**src/rtl/shift_pkg.sv**
```systemverilog
// Shared definitions for the shift/serdes engine: FSM state encoding and
// bit-order constants used when latching msb_first.
package shift_pkg;

   typedef enum logic [1:0] {
      IDLE  = 2'd0,
      SHIFT = 2'd1,
      DONE  = 2'd2
   } state_t;

   localparam logic MSB_FIRST = 1'b1;
   localparam logic LSB_FIRST = 1'b0;

endpackage

```
**src/rtl/shift_serdes_engine_if.sv**
```systemverilog
// Bus bundle for the shift/serdes engine.
//   load_*    : parallel word in (valid/ready), msb_first sampled on accept
//   shift_en  : pacing strobe, serial_in / serial_out : bit-serial link
//   busy      : transfer in progress
//   cap_*     : received word out (valid/ready)
// master = the side driving words and consuming captures, slave = engine.
interface shift_serdes_engine_if #(parameter int WIDTH = 8);

   logic             load_valid;
   logic             load_ready;
   logic [WIDTH-1:0] load_data;
   logic             msb_first;
   logic             shift_en;
   logic             serial_in;
   logic             serial_out;
   logic             busy;
   logic             cap_valid;
   logic             cap_ready;
   logic [WIDTH-1:0] cap_data;

   modport master (
      output load_valid, load_data, msb_first, shift_en, serial_in, cap_ready,
      input  load_ready, serial_out, busy, cap_valid, cap_data
   );

   modport slave (
      input  load_valid, load_data, msb_first, shift_en, serial_in, cap_ready,
      output load_ready, serial_out, busy, cap_valid, cap_data
   );

endinterface

```
**src/rtl/shift_bit_counter.sv**
```systemverilog
// Loadable down-counter tracking the shifts remaining in a word.
//   clk, reset : clock, async active-low reset (count cleared to 0)
//   load       : load load_val (takes priority over dec)
//   dec        : decrement by one
//   zero_next  : the decrement happening this cycle brings the count to 0
module shift_bit_counter #(
   parameter int CNT_W = 4
) (
   input  logic             clk,
   input  logic             reset,
   input  logic             load,
   input  logic [CNT_W-1:0] load_val,
   input  logic             dec,
   output logic             zero_next
);

   logic [CNT_W-1:0] cnt_q;
   logic [CNT_W-1:0] cnt_d;

   always_comb begin
      cnt_d = cnt_q;
      if (load) begin
         cnt_d = load_val;
      end else if (dec) begin
         cnt_d = cnt_q - CNT_W'(1);
      end
   end

   assign zero_next = dec && (cnt_q == CNT_W'(1));

   always_ff @(posedge clk or negedge reset) begin
      if (!reset) begin
         cnt_q <= '0;
      end else begin
         cnt_q <= cnt_d;
      end
   end

endmodule

```
**src/rtl/shift_serdes_engine.sv**
```systemverilog
// Full-duplex shift engine: accepts a parallel word, shifts it out serially
// (MSB- or LSB-first, paced by shift_en) while capturing serial_in into the
// vacated positions, then presents the captured word on a valid/ready port.
//   clk   : rising-edge clock
//   reset : async active-low reset
//   bus   : shift_serdes_engine_if.slave (load, serial, capture signals)
//
// state | meaning
// IDLE  | load_ready=1, waiting for a word
// SHIFT | busy, serial_out driven, one bit per shift_en cycle
// DONE  | busy, cap_valid=1 with the captured word held until cap_ready
module shift_serdes_engine
   import shift_pkg::*;
#(
   parameter int WIDTH = 8
) (
   input  logic                 clk,
   input  logic                 reset,
   shift_serdes_engine_if.slave bus
);

   localparam int CNT_W = $clog2(WIDTH + 1);

   state_t           state_q, state_d;
   logic [WIDTH-1:0] shreg_q, shreg_d;
   logic             order_q, order_d;
   logic             cnt_load;
   logic             cnt_dec;
   logic             last_shift;

   logic             load_ready;
   logic             busy;
   logic             cap_valid;
   logic [WIDTH-1:0] cap_data;
   logic             serial_out;

   shift_bit_counter #(.CNT_W(CNT_W)) u_bit_counter (
      .clk       (clk),
      .reset     (reset),
      .load      (cnt_load),
      .load_val  (CNT_W'(WIDTH)),
      .dec       (cnt_dec),
      .zero_next (last_shift)
   );

   always_comb begin
      state_d    = state_q;
      shreg_d    = shreg_q;
      order_d    = order_q;
      cnt_load   = 1'b0;
      cnt_dec    = 1'b0;
      load_ready = 1'b0;
      busy       = 1'b0;
      cap_valid  = 1'b0;
      cap_data   = '0;
      serial_out = 1'b0;
      case (state_q)
         IDLE: begin
            load_ready = 1'b1;
            if (bus.load_valid) begin
               shreg_d  = bus.load_data;
               order_d  = bus.msb_first;
               cnt_load = 1'b1;
               state_d  = SHIFT;
            end
         end
         SHIFT: begin
            busy = 1'b1;
            // Register-only mux so the link sees a glitch-free bit.
            serial_out = (order_q == MSB_FIRST) ? shreg_q[WIDTH-1] : shreg_q[0];
            if (bus.shift_en) begin
               cnt_dec = 1'b1;
               if (order_q == MSB_FIRST) begin
                  shreg_d = {shreg_q[WIDTH-2:0], bus.serial_in};
               end else begin
                  shreg_d = {bus.serial_in, shreg_q[WIDTH-1:1]};
               end
               if (last_shift) begin
                  state_d = DONE;
               end
            end
         end
         DONE: begin
            busy      = 1'b1;
            cap_valid = 1'b1;
            cap_data  = shreg_q;
            if (bus.cap_ready) begin
               state_d = IDLE;
            end
         end
         default: begin
            state_d = IDLE;
         end
      endcase
   end

   always_ff @(posedge clk or negedge reset) begin
      if (!reset) begin
         state_q <= IDLE;
         shreg_q <= '0;
         order_q <= LSB_FIRST;
      end else begin
         state_q <= state_d;
         shreg_q <= shreg_d;
         order_q <= order_d;
      end
   end

   assign bus.load_ready = load_ready;
   assign bus.busy       = busy;
   assign bus.cap_valid  = cap_valid;
   assign bus.cap_data   = cap_data;
   assign bus.serial_out = serial_out;

endmodule

```
**src/flat_wrapper.sv**
```systemverilog
// flat-port wrapper written by rule: the top's interface ports become plain ports
module shift_serdes_engine_flat import shift_pkg::*;
#(
   parameter int WIDTH = 8
)
  (clk, reset, bus_load_valid, bus_load_data, bus_msb_first, bus_shift_en, bus_serial_in, bus_cap_ready, bus_load_ready, bus_serial_out, bus_busy, bus_cap_valid, bus_cap_data);
  shift_serdes_engine_if #(.WIDTH(WIDTH)) bus_i ();
  input  logic clk;
  input  logic reset;
  input wire logic [$bits(bus_i.load_valid)-1:0] bus_load_valid;
  input wire logic [$bits(bus_i.load_data)-1:0] bus_load_data;
  input wire logic [$bits(bus_i.msb_first)-1:0] bus_msb_first;
  input wire logic [$bits(bus_i.shift_en)-1:0] bus_shift_en;
  input wire logic [$bits(bus_i.serial_in)-1:0] bus_serial_in;
  input wire logic [$bits(bus_i.cap_ready)-1:0] bus_cap_ready;
  output wire logic [$bits(bus_i.load_ready)-1:0] bus_load_ready;
  output wire logic [$bits(bus_i.serial_out)-1:0] bus_serial_out;
  output wire logic [$bits(bus_i.busy)-1:0] bus_busy;
  output wire logic [$bits(bus_i.cap_valid)-1:0] bus_cap_valid;
  output wire logic [$bits(bus_i.cap_data)-1:0] bus_cap_data;
  assign bus_i.load_valid = bus_load_valid;
  assign bus_i.load_data = bus_load_data;
  assign bus_i.msb_first = bus_msb_first;
  assign bus_i.shift_en = bus_shift_en;
  assign bus_i.serial_in = bus_serial_in;
  assign bus_i.cap_ready = bus_cap_ready;
  assign bus_load_ready = bus_i.load_ready;
  assign bus_serial_out = bus_i.serial_out;
  assign bus_busy = bus_i.busy;
  assign bus_cap_valid = bus_i.cap_valid;
  assign bus_cap_data = bus_i.cap_data;
  shift_serdes_engine #(.WIDTH(WIDTH)) u_core (.clk(clk), .reset(reset), .bus(bus_i));
endmodule
```
**config.mk**
```make
export PLATFORM = sky130hd
export DESIGN_NAME = shift_serdes_engine_flat
export DESIGN_NICKNAME = d
export VERILOG_FILES = /design/src/rtl/shift_pkg.sv /design/src/rtl/shift_serdes_engine_if.sv /design/src/rtl/shift_bit_counter.sv /design/src/rtl/shift_serdes_engine.sv /design/src/flat_wrapper.sv
export SDC_FILE = /design/constraint.sdc
export NUM_CORES = 1
export LEC_CHECK = 0
export ABC_AREA = 1
export ABC_CLOCK_PERIOD_IN_PS = 1800
export CELL_PAD_IN_SITES_DETAIL_PLACEMENT = 0
export CELL_PAD_IN_SITES_GLOBAL_PLACEMENT = 2
export CORE_UTILIZATION = 25
export DETAILED_ROUTE_END_ITERATION = 12
export GPL_TIMING_DRIVEN = 0
export PLACE_DENSITY_LB_ADDON = 0.15
export SLEW_MARGIN = 15
export SYNTH_ARGS = -nofsm -noshare
export SYNTH_HDL_FRONTEND = slang
export SYNTH_SLANG_ARGS = --single-unit
```
**constraint.sdc**
```tcl
create_clock -name clk -period 1.8 [get_ports clk]
set_clock_uncertainty 0.2 [all_clocks]
set_input_delay 0.54 -clock clk [delete_from_list [all_inputs] [get_ports clk]]
set_output_delay 0.54 -clock clk [all_outputs]
set_load 0.005 [all_outputs]
```
# Word-level counts from Yosys, hierarchy flattened

Cells that the tools add are included.

$add $sub $neg: 1
Muxes and demuxes: 21
Reductions and logical operators: 8
Eq/ne operators: 7

Operators with widths:

| kind                | count |
|---|---|
| $mux 8              | 4 |
| $pmux 8 s2          | 1 |
| $mux 1              | 9 |
| $mux 2              | 4 |
| $mux 4              | 2 |
| $ne 2x2->1 const B  | 3 |
| $pmux 2 s3          | 1 |
| $eq 4x1->1 const B  | 1 |
| $reduce_and 4->1    | 1 |
| $reduce_bool 2->1   | 2 |
| $sub 4x1->4 const B | 1 |
| $reduce_and 3->1    | 1 |
| $eq 2x1->1 const B  | 1 |
| $eq 2x2->1 const B  | 1 |
| $logic_not 2->1     | 1 |
| $ne 2x1->1 const B  | 1 |
| $reduce_and 2->1    | 1 |
| $reduce_or 2->1     | 1 |
| $logic_and 1x1->1   | 1 |

Logic and storage cells: 41
Output and inout port bits: 12
Flip-flop bits (word level): 15

# Depth between registers and ports, before layout

Gate-level depths: netlist (run 1).

Depth after elaboration: 6
Gate-level depth with buffers: 9
Gate-level depth less buffers: 9

# Cells and area by module

A second synthesis (run 1) with hierarchy kept.

Cells, all modules: 178
Area total of the unflattened synthesis: 1116.1 µm²

Modules (own cells, without submodules):

| module              | cells each | area each (µm²) | sequential area each (µm²) | times used |
|---|---|---|---|---|
| shift_serdes_engine | 145        | 865.8           | 275.3                      | 1 |
| shift_bit_counter   | 33         | 250.2           | 100.1                      | 1 |

# Least setup slack after synthesis (run 1)

Ideal clock, no wire load.

Kind: reg-to-output
From: reg u_core.state_q[1]
To: out bus_serial_out
Arrival time: 1070 ps
Setup slack: -10 ps
Stages on the path, launching flop included: 6
Cell sequence: dfrtp_1 -> inv_1 -> ha_1 -> buf_4 -> o21ai_0 -> a21oi_1

Cells in the longest elaborated chain, start to end: 2

Ends and longest elaborated chain:

| what                     | RTL line                   | source |
|---|---|---|
| start: declaration       | shift_serdes_engine.sv:24  | `state_t state_q, state_d;` |
| start signal: assignment | shift_serdes_engine.sv:103 | `state_q <= state_d;` |
| $eq 2x1->1               | shift_serdes_engine.sv:57  | `case (state_q)` |
| $mux 1                   | shift_serdes_engine.sv:57  |  |
| end: declaration         | flat_wrapper.sv:17         | `output wire logic [$bits(bus_i.serial_out)-1:0] bus_serial_out;` |

Every way passes these cells.

# Worst setup path after layout (run 1)

Same ends and word-level chain as after synthesis.

==> run metrics, run 1 <==
Crit path top cell by count=buf_6; First DRT Iteration DRCs=71; layout cells sized above 1=28.85%; diodes inserted=0; Final Util=40.60%; CP top delay family=flip-flops; dpl cell area=1361 um^2; cell count after synthesis=164; Syn-to-layout area delta=56.76%; RePlAce Congestion=0.7463; DR pass1 iterations=4; Mapped Area=1036 um^2; most common cell in the synthesized netlist=nand2_1; Req. time, crit path=1060 ps; Yosys top cell area share=36.23%; I/O pins=27; ys async rst share=100.0%; ranking of synthesized cells by area=dfrtp_1 (36%), nand2_1 (29%), inv_1 (11%); hold_buf cts=0; clk root buf=clkbuf_8; vias post-DR=1121; startpoint types=flop; Bufs on Longest Clock Path=2; crit-path max cell delay=400 ps; GR Util All Layers=15.86%; top cells by count, synth=nand2_1 (79), inv_1 (29), dfrtp_1 (15); failing checks=setup timing; Pwr Total=2753 uW; Max IR drop VDD=840.1 uV; Synth Warn #=0; kind of critical path=flop to output port; worst-path fanout max=2; Hold WS=309.2 ps; hold path start=u_core.u_bit_counter.cnt_q[1]$_DFFE_PN0P_; Hold Path Depth=2; Synth Area per Inst=6.317 um^2; Max-slew headroom=47.27%; clock sinks=15; Worst Max-Slew Pin Slew=788.4 ps; clock group share of total power=10.4%; #FFs+latches synth=15; estimated wirelength of the detail-placed design=1.985 mm; Worst Reg-to-Reg Cells=11; register area share after synthesis=36.23%; Buffers on Ports=26; CTS clk-pin slew, worst paths=70 ps; H-tree Lvls=1; Worst EP arrival=1320 ps; Inst Count DP=240; TritonCTS Buffers=3; outcome=finished with violations; Initial Utilization=25.90%; Max-Cap Viols=0; PD cells=1695 nW/um^2; die width=66.38 um; switching power total=1253 uW; DIE HEIGHT=66.38 um; Cell Int Power=1500 uW; first-pass GRT wire length=5.147 mm; WL/cell=11.66 um; fin. max-slew vios=0; Switching Share=45.52%; DR vias/cell=4.345; count of different cell masters after synthesis=16; crit share post-route=114.4%; Post-synth EDFFs=0; CP bufs+invs=4; worst r2r src=u_core.state_q[1]$_DFFE_PN0P_; r2r setup slk=10 ps; Tmin final=2058 ps; Residual DRC=0; Post-Route WL=3.007 mm; crit-path cells=buf_6 > clkinv_4 > ha_4 > buf_6 > o21ai_2 > a21oi_1 > buf_2; final setup vio count=12; CP max stage cell=dfrtp_1; Die Area=4406 um^2; ys flop type=dfrtp_1; TritonCTS clock tree=built; worst setup margin=-258.5 ps; core area=4000 um^2; Fmax=0.4858 GHz; post-route insts no fill=258; clk_lat worst skew=250 ps; post-route cell area=1624 um^2; Seq pwr share=23.1%; final hold vios=0; critical path depth=7; Antenna Nets Post-Route=0; initial antenna violation count=0; Worst setup EP type=output port; R2R Path End=u_core.shreg_q[4]$_DFFE_PN0P_; grt ovf=0; largest net degree at the start of global routing=16; Syn Nets=185; Hold Path End=u_core.u_bit_counter.cnt_q[1]$_DFFE_PN0P_; number of global-route vias before repair=1100; cell taking the most area after synthesis=dfrtp_1; leakage=0.0009264 uW; RSZ-0062 raised after global routing=yes; Gate power share=66.4%; FP Rows=23; Final Net Count=230; worst hold path class=flop to flop
==> cells by family after synthesis <==
logic type | after synthesis | share of synthesized area (%)
AO/OA/AOI/OAI | 9 | 4.589
adder cells (fa/ha/maj) | 6 | 7.246
buffers and inverters | 34 | 13.16
flip-flops | 15 | 36.23
AND/OR/NAND/NOR | 100 | 38.77
==> final cells by class <==
class | instances | area [um^2]
Buffer | 3 | 31.28
Clock buffer | 4 | 45.04
Fill cell | 429 | 2376
Inverter | 31 | 126.4
Multi-Input combinational cell | 115 | 628.1
Sequential cell | 15 | 375.4
Tap cell | 50 | 62.56
Timing Repair Buffer | 40 | 355.3
==> state kept, by name, indices dropped and copies added (netlist names) <==
| register | count |
|---|---|
| u_core.u_bit_counter.cnt_q | 4 |
| u_core.shreg_q | 8 |
| u_core.order_q | 1 |
| u_core.state_q | 2 |
==> timing repair <==
action,in CTS,in global routing
setup buffers,9,4
gates cloned,1,0
pin swaps,9,8
setup endpoints to repair,20,15
gates resized for setup,75,24
==> power by group through the flow <==
| stage | combinational, uW | sequential, uW | clock (uW) |
|---|---|---|---|
| global placement | 1360 | 615 | 0 |
| CTS | 1660 | 625 | 302 |
| global route | 2090 | 663 | 311 |
| detailed placement | 1370 | 622 | 0 |
| floorplan | 914 | 589 | 0 |
| finish | 1830 | 636 | 288 |
==> worst reg2reg max path: stages, from the launching register on <==
cell      delay, ps
dfrtp_1         380
buf_6           120
clkinv_4         50
buf_4           140
ha_4            160
buf_6           120
nand2_4          60
nand2_4          60
nor2_4          150
clkinv_4        120
nand2_2          90
nand2_2          40
==> stage by stage <==
step / worst slack (ps) / TNS, ps
finish: -258.5 / -2390
global route: -320.6 / -3499
CTS: -308.5 / -2272
detailed placement: -613.9 / -7811
global placement: -595.7 / -7191
floorplan: 16.89 / 0
==> metal layers <==
layer | vias up | share of wire, % | track usage [%]
met3 | 4 | 3.3 | 2.759
met4 | 0 | 1.6 | 6.117
li1 | 578 | - | -
met1 | 520 | 47 | 19.35
met2 | 19 | 49 | 27.42
met5 | - | 0 | 0
==> cell usage in the layout (no fill, tap or decap), drive strengths merged, types with 4 or more instances in the layout <==
cell	instances
ha	6
dfrtp	15
inv	29
clkbuf	4
buf	29
nand3	13
nor2	7
clkdlybuf4s50	14
nand2	80
o21ai	6
==> worst max path at each step <==
stage                      to                     startpoint
3_5_place_dp   bus_serial_out  u_core.state_q[1]$_DFFE_PN0P_
6_report       bus_serial_out  u_core.state_q[1]$_DFFE_PN0P_
4_1_cts        bus_serial_out  u_core.state_q[1]$_DFFE_PN0P_
3_3_place_gp   bus_serial_out  u_core.state_q[1]$_DFFE_PN0P_
2_1_floorplan  bus_serial_out  u_core.state_q[1]$_DFFE_PN0P_
5_1_grt        bus_serial_out  u_core.state_q[1]$_DFFE_PN0P_
No activity file was read; power rests on OpenSTA's default activity.
==> run 2: changes to the inputs <==
--- a/config.mk
+++ b/config.mk
@@ -7,9 +7,11 @@
 export LEC_CHECK = 0
 export ABC_AREA = 1
 export ABC_CLOCK_PERIOD_IN_PS = 1800
+export CAP_MARGIN = 0
 export CELL_PAD_IN_SITES_DETAIL_PLACEMENT = 0
 export CELL_PAD_IN_SITES_GLOBAL_PLACEMENT = 2
 export CORE_UTILIZATION = 25
+export CTS_CLUSTER_DIAMETER = 120
 export DETAILED_ROUTE_END_ITERATION = 12
 export GPL_TIMING_DRIVEN = 0
 export PLACE_DENSITY_LB_ADDON = 0.15
==> results of run 2 <==
Final layout, timing and power as in run 1 (identical DEF).
==> run 3: changes to the inputs <==
--- a/config.mk
+++ b/config.mk
@@ -8,9 +8,9 @@
 export ABC_AREA = 1
 export ABC_CLOCK_PERIOD_IN_PS = 1800
 export CAP_MARGIN = 0
-export CELL_PAD_IN_SITES_DETAIL_PLACEMENT = 0
-export CELL_PAD_IN_SITES_GLOBAL_PLACEMENT = 2
-export CORE_UTILIZATION = 25
+export CELL_PAD_IN_SITES_DETAIL_PLACEMENT = 1
+export CELL_PAD_IN_SITES_GLOBAL_PLACEMENT = 1
+export CORE_UTILIZATION = 32
 export CTS_CLUSTER_DIAMETER = 120
 export DETAILED_ROUTE_END_ITERATION = 12
 export GPL_TIMING_DRIVEN = 0
==> run metrics, run 3 (same netlist as run 1, synthesis figures left out) <==
Residual DRC=0 (unchanged); Tmin final=2185 ps (was 2058 ps); TritonCTS clock tree=built (unchanged); Worst EP arrival=1450 ps (was 1320 ps); Post-Route M1 WL=1.558 mm (was 1.401 mm); Seq pwr share=22.5% (was 23.1%); clk root buf=clkbuf_4 (was clkbuf_8); Max-slew headroom=46.86% (was 47.27%); DIE HEIGHT=58.90 um (was 66.38 um); RePlAce Congestion=0.7448 (was 0.7463); Max IR drop VDD=650.4 uV (was 840.1 uV); largest register by flop count=u_core.shreg_q (unchanged); Req. time, crit path=1060 ps (about the same); Worst Max-Slew Pin Slew=794.6 ps (was 788.4 ps); Top Layer Used=met4 (unchanged); RSZ-0062 raised after global routing=yes (unchanged); initial antenna violation count=0 (unchanged); layout cells sized above 1=35.41% (was 28.85%); Fmax=0.4576 GHz (was 0.4858 GHz); met3 wire length=172 um (was 99 um); worst hold path class=flop to flop (unchanged); fin. max-slew vios=0 (unchanged); worst-path fanout max=3 (was 2); H-tree Lvls=1 (unchanged); DR pass1 iterations=4 (unchanged); core area=3053 um^2 (was 4000 um^2); r2r setup slk=-210 ps (was 10 ps); top flop regs=u_core.shreg_q: 8 flops, u_core.u_bit_counter.cnt_q: 4 flops, u_core.state_q: 2 flops (unchanged); vias post-DR=1211 (was 1121); FP Rows=20 (was 23); Gate power share=70.1% (was 66.4%); pre-CTS WS=-617.5 ps (was -613.9 ps); R2R Path End=u_core.shreg_q[0]$_DFFE_PN0P_ (was u_core.shreg_q[4]$_DFFE_PN0P_); diodes inserted=0 (unchanged); Buffers on Ports=26 (unchanged); die width=58.90 um (was 66.38 um); number of global-route vias before repair=1183 (was 1100); Post-Route WL=3.901 mm (was 3.007 mm); TritonCTS Buffers=3 (unchanged); max reg flops=8 (unchanged); Worst setup EP type=output port (unchanged); First DRT Iteration DRCs=48 (was 71); Switching Share=50.15% (was 45.52%); largest net degree at the start of global routing=16 (unchanged); CTS clk-pin slew, worst paths=110 ps (was 70 ps); final hold vios=0 (unchanged); grt ovf=0 (unchanged); CP Capture Point=bus_busy (was bus_serial_out); first-pass GRT wire length=5.630 mm (was 5.147 mm); DR vias/cell=4.787 (was 4.345); Die Area=3469 um^2 (was 4406 um^2); Bufs on Longest Clock Path=2 (unchanged); Cell Int Power=1511 uW (was 1500 uW); I/O pins=27 (unchanged); Worst Reg-to-Reg Cells=12 (was 11); worst setup margin=-385.5 ps (was -258.5 ps); WL/cell=15.42 um (was 11.66 um); Initial Utilization=33.93% (was 25.90%); leading cell type in the layout, fill and taps excluded=nand2_1 (unchanged); switching power total=1520 uW (was 1253 uW); Syn-to-layout area delta=64.61% (was 56.76%); leakage=0.0009675 uW (was 0.0009264 uW); kind of critical path=flop to output port (unchanged); Final Net Count=231 (was 230); outcome=finished with violations (unchanged); failing checks=setup timing (unchanged); startpoint types=flop (unchanged); clock group share of total power=7.4% (was 10.4%); clock sinks=15 (unchanged); clk_lat worst skew=300 ps (was 250 ps); met2 WL=2.089 mm (was 1.459 mm); estimated wirelength of the detail-placed design=2.101 mm (was 1.985 mm); commonest cells after routing, fill and taps aside=nand2_1 (57), inv_1 (21), dfrtp_1 (15) (was nand2_1 (66), inv_1 (24), dfrtp_1 (15)); Max-Cap Viols=0 (unchanged); worst r2r src=u_core.state_q[1]$_DFFE_PN0P_ (unchanged); CP Launch Point=u_core.state_q[1]$_DFFE_PN0P_ (unchanged); Setup TNS=-5258 ps (was -2390 ps); crit share post-route=121.4% (was 114.4%); Antenna Nets Post-Route=0 (unchanged); PD cells=1777 nW/um^2 (was 1695 nW/um^2); Hold WS=323.4 ps (was 309.2 ps); GR Util All Layers=22.27% (was 15.86%); final setup vio count=22 (was 12)
==> run 3: cell count changes in the layout (fill, tap and decap cells not counted), moves of 3 or more <==
cell,delta
inv_1,-3
buf_6,+3
nand2_4,+6
nand2_1,-9
clkbuf_8,-3
clkbuf_4,+3
==> run 3: stage by stage <==
stage	total power [uW]	util [%]	instances	cell area [um^2]
3_3_place_gp	1933	44.34	234	1354
5_1_grt	3264	55.86	253	1705
4_1_cts	2496	49.43	249	1509
3_5_place_dp	1987	44.34	234	1354
6_report	3031	55.86	253	1705
2_1_floorplan	1503	-	164	1039
==> run 3: repair_timing <==
item / CTS / global route
hold buffers: 0 / 0
pin swaps: 10 / 11
cloned: 1 / 0
gates resized for setup: 78 / 47
endpoints found under the setup margin: 12 / 25
buffers inserted: 10 / 5
==> run 3: worst min-delay path by stage <==
stage / start / endpoint / slack, ps / depth (start not counted)
finish: u_core.u_bit_counter.cnt_q[1]$_DFFE_PN0P_ / u_core.u_bit_counter.cnt_q[1]$_DFFE_PN0P_ / 320 / 2
detailed placement: u_core.shreg_q[3]$_DFFE_PN0P_ / u_core.shreg_q[3]$_DFFE_PN0P_ / 290 / 2
global route: u_core.u_bit_counter.cnt_q[1]$_DFFE_PN0P_ / u_core.u_bit_counter.cnt_q[1]$_DFFE_PN0P_ / 360 / 2
global placement: u_core.u_bit_counter.cnt_q[1]$_DFFE_PN0P_ / u_core.u_bit_counter.cnt_q[1]$_DFFE_PN0P_ / 270 / 2
floorplan: reset / u_core.order_q$_DFFE_PN0P_ / 40 / 0
CTS: u_core.u_bit_counter.cnt_q[1]$_DFFE_PN0P_ / u_core.u_bit_counter.cnt_q[1]$_DFFE_PN0P_ / 330 / 2
==> run 3: critical path: stages, from the launching register on <==
cell	delay, ps
dfrtp_1	410
buf_6	130
inv_6	40
buf_4	130
buf_6	110
ha_4	220
buf_6	110
==> run 3: power by group through the flow <==
| stage | sequential, uW | combinational [uW] | clock [uW] |
|---|---|---|---|
| 6_report | 682 | 2130 | 224 |
| 5_1_grt | 697 | 2330 | 232 |
| 4_1_cts | 626 | 1650 | 218 |
| 3_5_place_dp | 625 | 1360 | 0 |
| 3_3_place_gp | 615 | 1320 | 0 |
| 2_1_floorplan | 589 | 914 | 0 |
==> run 3: cell type report <==
class                      instances  area, um^2
timing repair buffer              41       379.1
sequential                        15       375.4
buffer                             3       36.28
multi-input combinational        115       704.4
inverter                          31       128.9
tap                               44       55.05
clock buffer                       4       26.28
fill                             393        1348
==> run 3: per-layer routing <==
layer  vias to the layer above  GRT usage, %
li1                        577             -
met1                       593         27.19
met2                        35         40.91
met3                         6         2.637
met4                         0         6.122
met5                         -             0
==> RTL change 1: new RTL, flow settings as in run 2 <==
Make the reset (`reset`) synchronous in 2 clocked blocks. Comments in the files are not updated.
--- a/src/rtl/shift_bit_counter.sv
+++ b/src/rtl/shift_bit_counter.sv
@@ -30,3 +30,3 @@
 
-   always_ff @(posedge clk or negedge reset) begin
+   always_ff @(posedge clk) begin
       if (!reset) begin
--- a/src/rtl/shift_serdes_engine.sv
+++ b/src/rtl/shift_serdes_engine.sv
@@ -96,3 +96,3 @@
 
-   always_ff @(posedge clk or negedge reset) begin
+   always_ff @(posedge clk) begin
       if (!reset) begin
Check against the original RTL: differs if reset is asserted again (counterexample within 4 cycles, from zero or initial values and one cycle with reset low); with reset held inactive, the same outputs for 10 cycles.
==> RTL change 1 against run 2 <==
The flow still finishes with violations (negative setup slack). Register-to-register slack improved by 0.11 ns. Clock power fell by 3%. Sequential cell count did not move. Setup slack improved by 0.078 ns. Design area fell by 2.0%. Power fell by 11%. Critical endpoint is now bus_cap_data[3]. Wire length fell by 3.4%. Largest power group unchanged. Largest cell class unchanged. Area after synthesis fell by 0.72%.
==> RTL change 1: results (changes against run 2) <==
- Sequential-to-total area share from yosys stat: 0.292 (-0.0703)
- Worst VDD drop: 596 µV (-29%)
- WL final: 2910 µm (-3.4%)
- Failing checks: negative setup slack
- Synth top area cells: dfxtp_1, nand2_1, inv_1
- Syn_nets: 200 (+8.1%)
- Placed inst area: 1350 µm² (-0.92%)
- Multi-input combinational area share: 0.407 (+0.0205)
- Share of layout cells above drive strength 1: 0.248 (-0.0407)
- FF-to-FF path depth: 9 (-2)
- Synth Instances: 179 (+9.1%)
- Filler instances: 447 (+4.2%)
- Reg2reg setup slack: 0.12 ns (+0.11 ns)
- Setup ws final: -0.180 ns (+0.0783 ns)
- NonClk Buf Share: 0.252 (+0.0143)
- Vias in the first global route: 1096 (-0.36%)
- Setup violators final: 11 (-1)
- Final-layout clock-cell area share: 0.0283 (+0.000567)
- Layout overhead on the synthesized area: 54.7%
- Vias per inst: 4.20 (-3.4%)
- #MultiIn Comb: 126 (+9.6%)
- Final nets: 244 (+6.1%)
- Largest net degree at the start of global routing: 11 (-5)
- Internal cell power: 0.00139 W (-7.5%)
- Mean area per synthesized cell: 5.75 µm² (-9.0%)
- Most used DFF post-synth: dfxtp_1
- Bufs w/o clock: 44 (+2.3%)
- Status: finished, violations left
- Arrival @ worst endpoint: 1.24 ns (-0.08 ns)
- Synth cell count leaders: nand2_1, inv_1, nor2_1
- First-pass GRT wire length: 4950 µm (-3.9%)
- Register area: 308 µm² (-18%)
- M2 GR Usage: 0.277 (+0.00255)
- Cell variety after synth: 17 (+1)
- Max stage delay on crit path: 0.37 ns (-0.03 ns)
- Crit path capture: bus_cap_data[3]
RTL change 1: worst max-delay path, delay by kind of cell (launching register included):
kind                     cells  cell delay [ns]
buffers and inverters        5             0.43
flip-flops                   1             0.37
adder cells (fa/ha/maj)      1             0.16
AND/OR/NAND/NOR              1             0.05
RTL change 1: cells by family after synthesis:
kind of cell	synth area share
adders and majority gates	0.0730
AOI/OAI and AO/OA	0.0633
DFF	0.292
buffers and inverters	0.153
and+or+nand+nor	0.418
RTL change 1: what timing repair did:
action | 4_1_cts | 5_1_grt
hold buffers | 0 | 0
gates resized for setup | 75 | 13
setup buffers | 11 | 1
cloned | 1 | 0
pin swaps | 7 | 1
endpoints found under the setup margin | 20 | 21
RTL change 1: power by group through the flow:
| stage | sequential, W | clock, W | combinational [W] |
|---|---|---|---|
| after floorplan | 0.000504 | 0 | 0.000835 |
| final | 0.000554 | 0.000278 | 0.00162 |
| after detailed placement | 0.000519 | 0 | 0.00122 |
| after global placement | 0.000516 | 0 | 0.00122 |
| after global routing | 0.000568 | 0.000313 | 0.00182 |
| after CTS | 0.000546 | 0.000298 | 0.00155 |
RTL change 1: through the flow:
step | TNS, ns | setup slack, ns
2_1_floorplan | 0 | 0.0266
3_3_place_gp | -6.43 | -0.584
3_5_place_dp | -6.66 | -0.592
4_1_cts | -1.46 | -0.197
5_1_grt | -1.76 | -0.233
6_report | -1.19 | -0.180
RTL change 1: per-layer routing:
layer / vias up / part of all wire
li1: 617 / -
met1: 496 / 0.48
met2: 18 / 0.48
met3: 2 / 0.036
met4: 0 / 0.0065
met5: - / 0
==> RTL change 2: new RTL, settings of run 2 <==
Without the edit above. `WIDTH` is set to 8 in 3 places; all go to 16.
--- a/src/rtl/shift_serdes_engine_if.sv
+++ b/src/rtl/shift_serdes_engine_if.sv
@@ -6,3 +6,3 @@
 // master = the side driving words and consuming captures, slave = engine.
-interface shift_serdes_engine_if #(parameter int WIDTH = 8);
+interface shift_serdes_engine_if #(parameter int WIDTH = 16);
 
--- a/src/rtl/shift_serdes_engine.sv
+++ b/src/rtl/shift_serdes_engine.sv
@@ -14,3 +14,3 @@
 #(
-   parameter int WIDTH = 8
+   parameter int WIDTH = 16
 ) (
--- a/src/flat_wrapper.sv
+++ b/src/flat_wrapper.sv
@@ -3,3 +3,3 @@
 #(
-   parameter int WIDTH = 8
+   parameter int WIDTH = 16
 )
Ports: changed (resized bus_cap_data and bus_load_data); port bits go from 27 to 43. No check against the original RTL was run, so the function may have changed too.
==> RTL change 2 against run 2 <==
The flow finishes with violations (design-rule violations, negative setup slack). Sequential cell count increased by 9. Design area increased by 61%. Die area increased by 61%. Wire length increased by 69%. Setup slack got worse by 0.23 ns. Register-to-register slack got worse by 0.07 ns. Via count increased by 59%. Critical endpoint is now bus_cap_data[14]. Combinational power increased by 66%. Count of clock-buffer cells in the layout unchanged. Area after synthesis increased by 63%. Largest power group unchanged. Sequential share of layout area about the same. Power increased by 63%.
==> RTL change 2: results (changes against run 2) <==
- Leakage: 1.54 nW (+66%)
- Share of layout cells above drive strength 1: 0.296 (+0.00740)
- Vias per inst: 4.30 (-1.1%)
- Status: finished, violations left
- CP top delay family: buffers and inverters
- Latest clock arrival within the worst-skew pair: 0.27 ns (+0.02 ns)
- Setup violators final: 36 (+24)
- Final nets: 368 (+60%)
- Drt pass-1 iters: 8 (+4)
- # DRC: 6 (+6)
- Setup ws final: -0.489 ns (-0.230 ns)
- # diodes: 0 (unchanged)
- Iter 0 DRT Violations: 77 (+8.5%)
- Worst hold path class: input port to asynchronous set/reset pin
- PortBufs: 42 (+62%)
- Gpl congestion: 0.703 (-5.8%)
- Sequential-to-total area share from yosys stat: 0.356 (-0.00597)
- Critical Path Fanout Max: 5 (+3)
- Failing checks: design-rule violations, negative setup slack
- H-tree Lvls: 1 (unchanged)
- Worst VDD drop: 808 µV (-3.8%)
- Arrival @ worst endpoint: 1.55 ns (+0.23 ns)
- Biggest regs: u_core.shreg_q (16), u_core.u_bit_counter.cnt_q (5), u_core.state_q (2)
- Routed WL per cell: 12.2 µm (+5.0%)
- Clock sink count: 24 (+9)
- Worst-path clk slew: 0.10 ns (+0.03 ns)
- Longest Clk Path Bufs: 2 (unchanged)
- Worst slew margin: 0.602 (+0.130)
- Vias in the first global route: 1792 (+63%)
- GRT Overall Usage: 0.155 (-0.00398)
- First-pass GRT wire length: 8650 µm (+68%)
- Largest net degree at the start of global routing: 25 (+9)
- Synth top area cells: dfrtp_1, nand2_1, inv_1
- Synth cell count leaders: nand2_1, inv_1, dfrtp_1, nand3_1, nor2_1
- Cell variety after synth: 19 (+3)
- Post-DP HPWL: 3340 µm (+68%)
- Final core utilization: 0.406 (about the same)
- FF-to-FF path depth: 12 (+1)
- Syn_nets: 301 (+63%)
[RTL change 2: cell count changes in the layout (fill, tap and decap cells not counted), sizes merged, moves of 3 or more]
cell,delta
buf,+19
clkbuf,+3
clkdlybuf4s50,+7
dfrtp,+9
inv,+15
nand2,+65
nand3,+11
nor2,+3
o21ai,-4
[RTL change 2: worst paths after layout]
path,start,endpoint,slack [ns]
max,u_core.state_q[1],bus_cap_data[14],-0.49
min,reset,u_core.shreg_q[8],0.05
max reg2reg,u_core.state_q[1],u_core.shreg_q[9],-0.06
min reg2reg,u_core.u_bit_counter.cnt_q[0],u_core.u_bit_counter.cnt_q[0],0.31
max in group asynchronous,reset,u_core.state_q[0],0.92
min in group clk,u_core.u_bit_counter.cnt_q[0],u_core.u_bit_counter.cnt_q[0],0.31
[RTL change 2: timing repair]
action | in CTS | in global routing
buffers inserted | 16 | 5
hold buffers | 0 | 0
gates cloned | 1 | 0
resized for setup | 104 | 48
setup endpoints to repair | 34 | 40
pin swaps | 13 | 5
[RTL change 2: kinds of logic after synthesis]
logic type               share of synthesized area
AO/OA/AOI/OAI                               0.0215
adder cells (fa/ha/maj)                     0.0445
buffers and inverters                        0.145
flip-flops                                   0.356
AND/OR/NAND/NOR                              0.433
[RTL change 2: through the flow]
stage | cell area (µm²) | TNS, ns | instances | setup slack [ns]
2_1_floorplan | 1710 | 0 | 272 | 0.00693
3_3_place_gp | 2230 | -25.37 | 391 | -0.670
3_5_place_dp | 2220 | -14.25 | 391 | -0.669
4_1_cts | 2440 | -7.74 | 410 | -0.479
5_1_grt | 2610 | -11.05 | 415 | -0.548
6_report | 2610 | -8.73 | 415 | -0.489
[RTL change 2: area by class of cell]
| type | count | area (µm²) |
|---|---|---|
| Timing Repair Buffer | 64 | 561 |
| Multi-Input combinational cell | 193 | 1020 |
| Fill cell | 705 | 3810 |
| Sequential cell | 24 | 602 |
| Inverter | 45 | 180 |
| Clock buffer | 4 | 55.1 |
| Tap cell | 77 | 96.3 |
| Buffer | 8 | 96.3 |
[RTL change 2: worst register-to-register path: cells and delay by family, from the launching register on]
family / cells / cell delay [ns]
AND/OR/NAND/NOR: 5 / 0.34
adder cells (fa/ha/maj): 1 / 0.13
flip-flops: 1 / 0.41
buffers and inverters: 6 / 0.67
[RTL change 2: layer usage]
metal | vias to the layer above | GRT usage | wire length, µm
li1 | 938 | - | -
met1 | 814 | 0.210 | 2390
met2 | 26 | 0.256 | 2490
met3 | 6 | 0.0158 | 127
met4 | 0 | 0.0533 | 70
met5 | - | 0 | 0
[RTL change 2: power breakdown]
part           switching [W]  internal, W  total (W)  leakage (nW)
logic                0.00169      0.00135    0.00304          1.22
clock network       0.000201     0.000196   0.000397        0.0288
registers           0.000236     0.000804    0.00104         0.295
total                0.00212      0.00235    0.00447          1.54
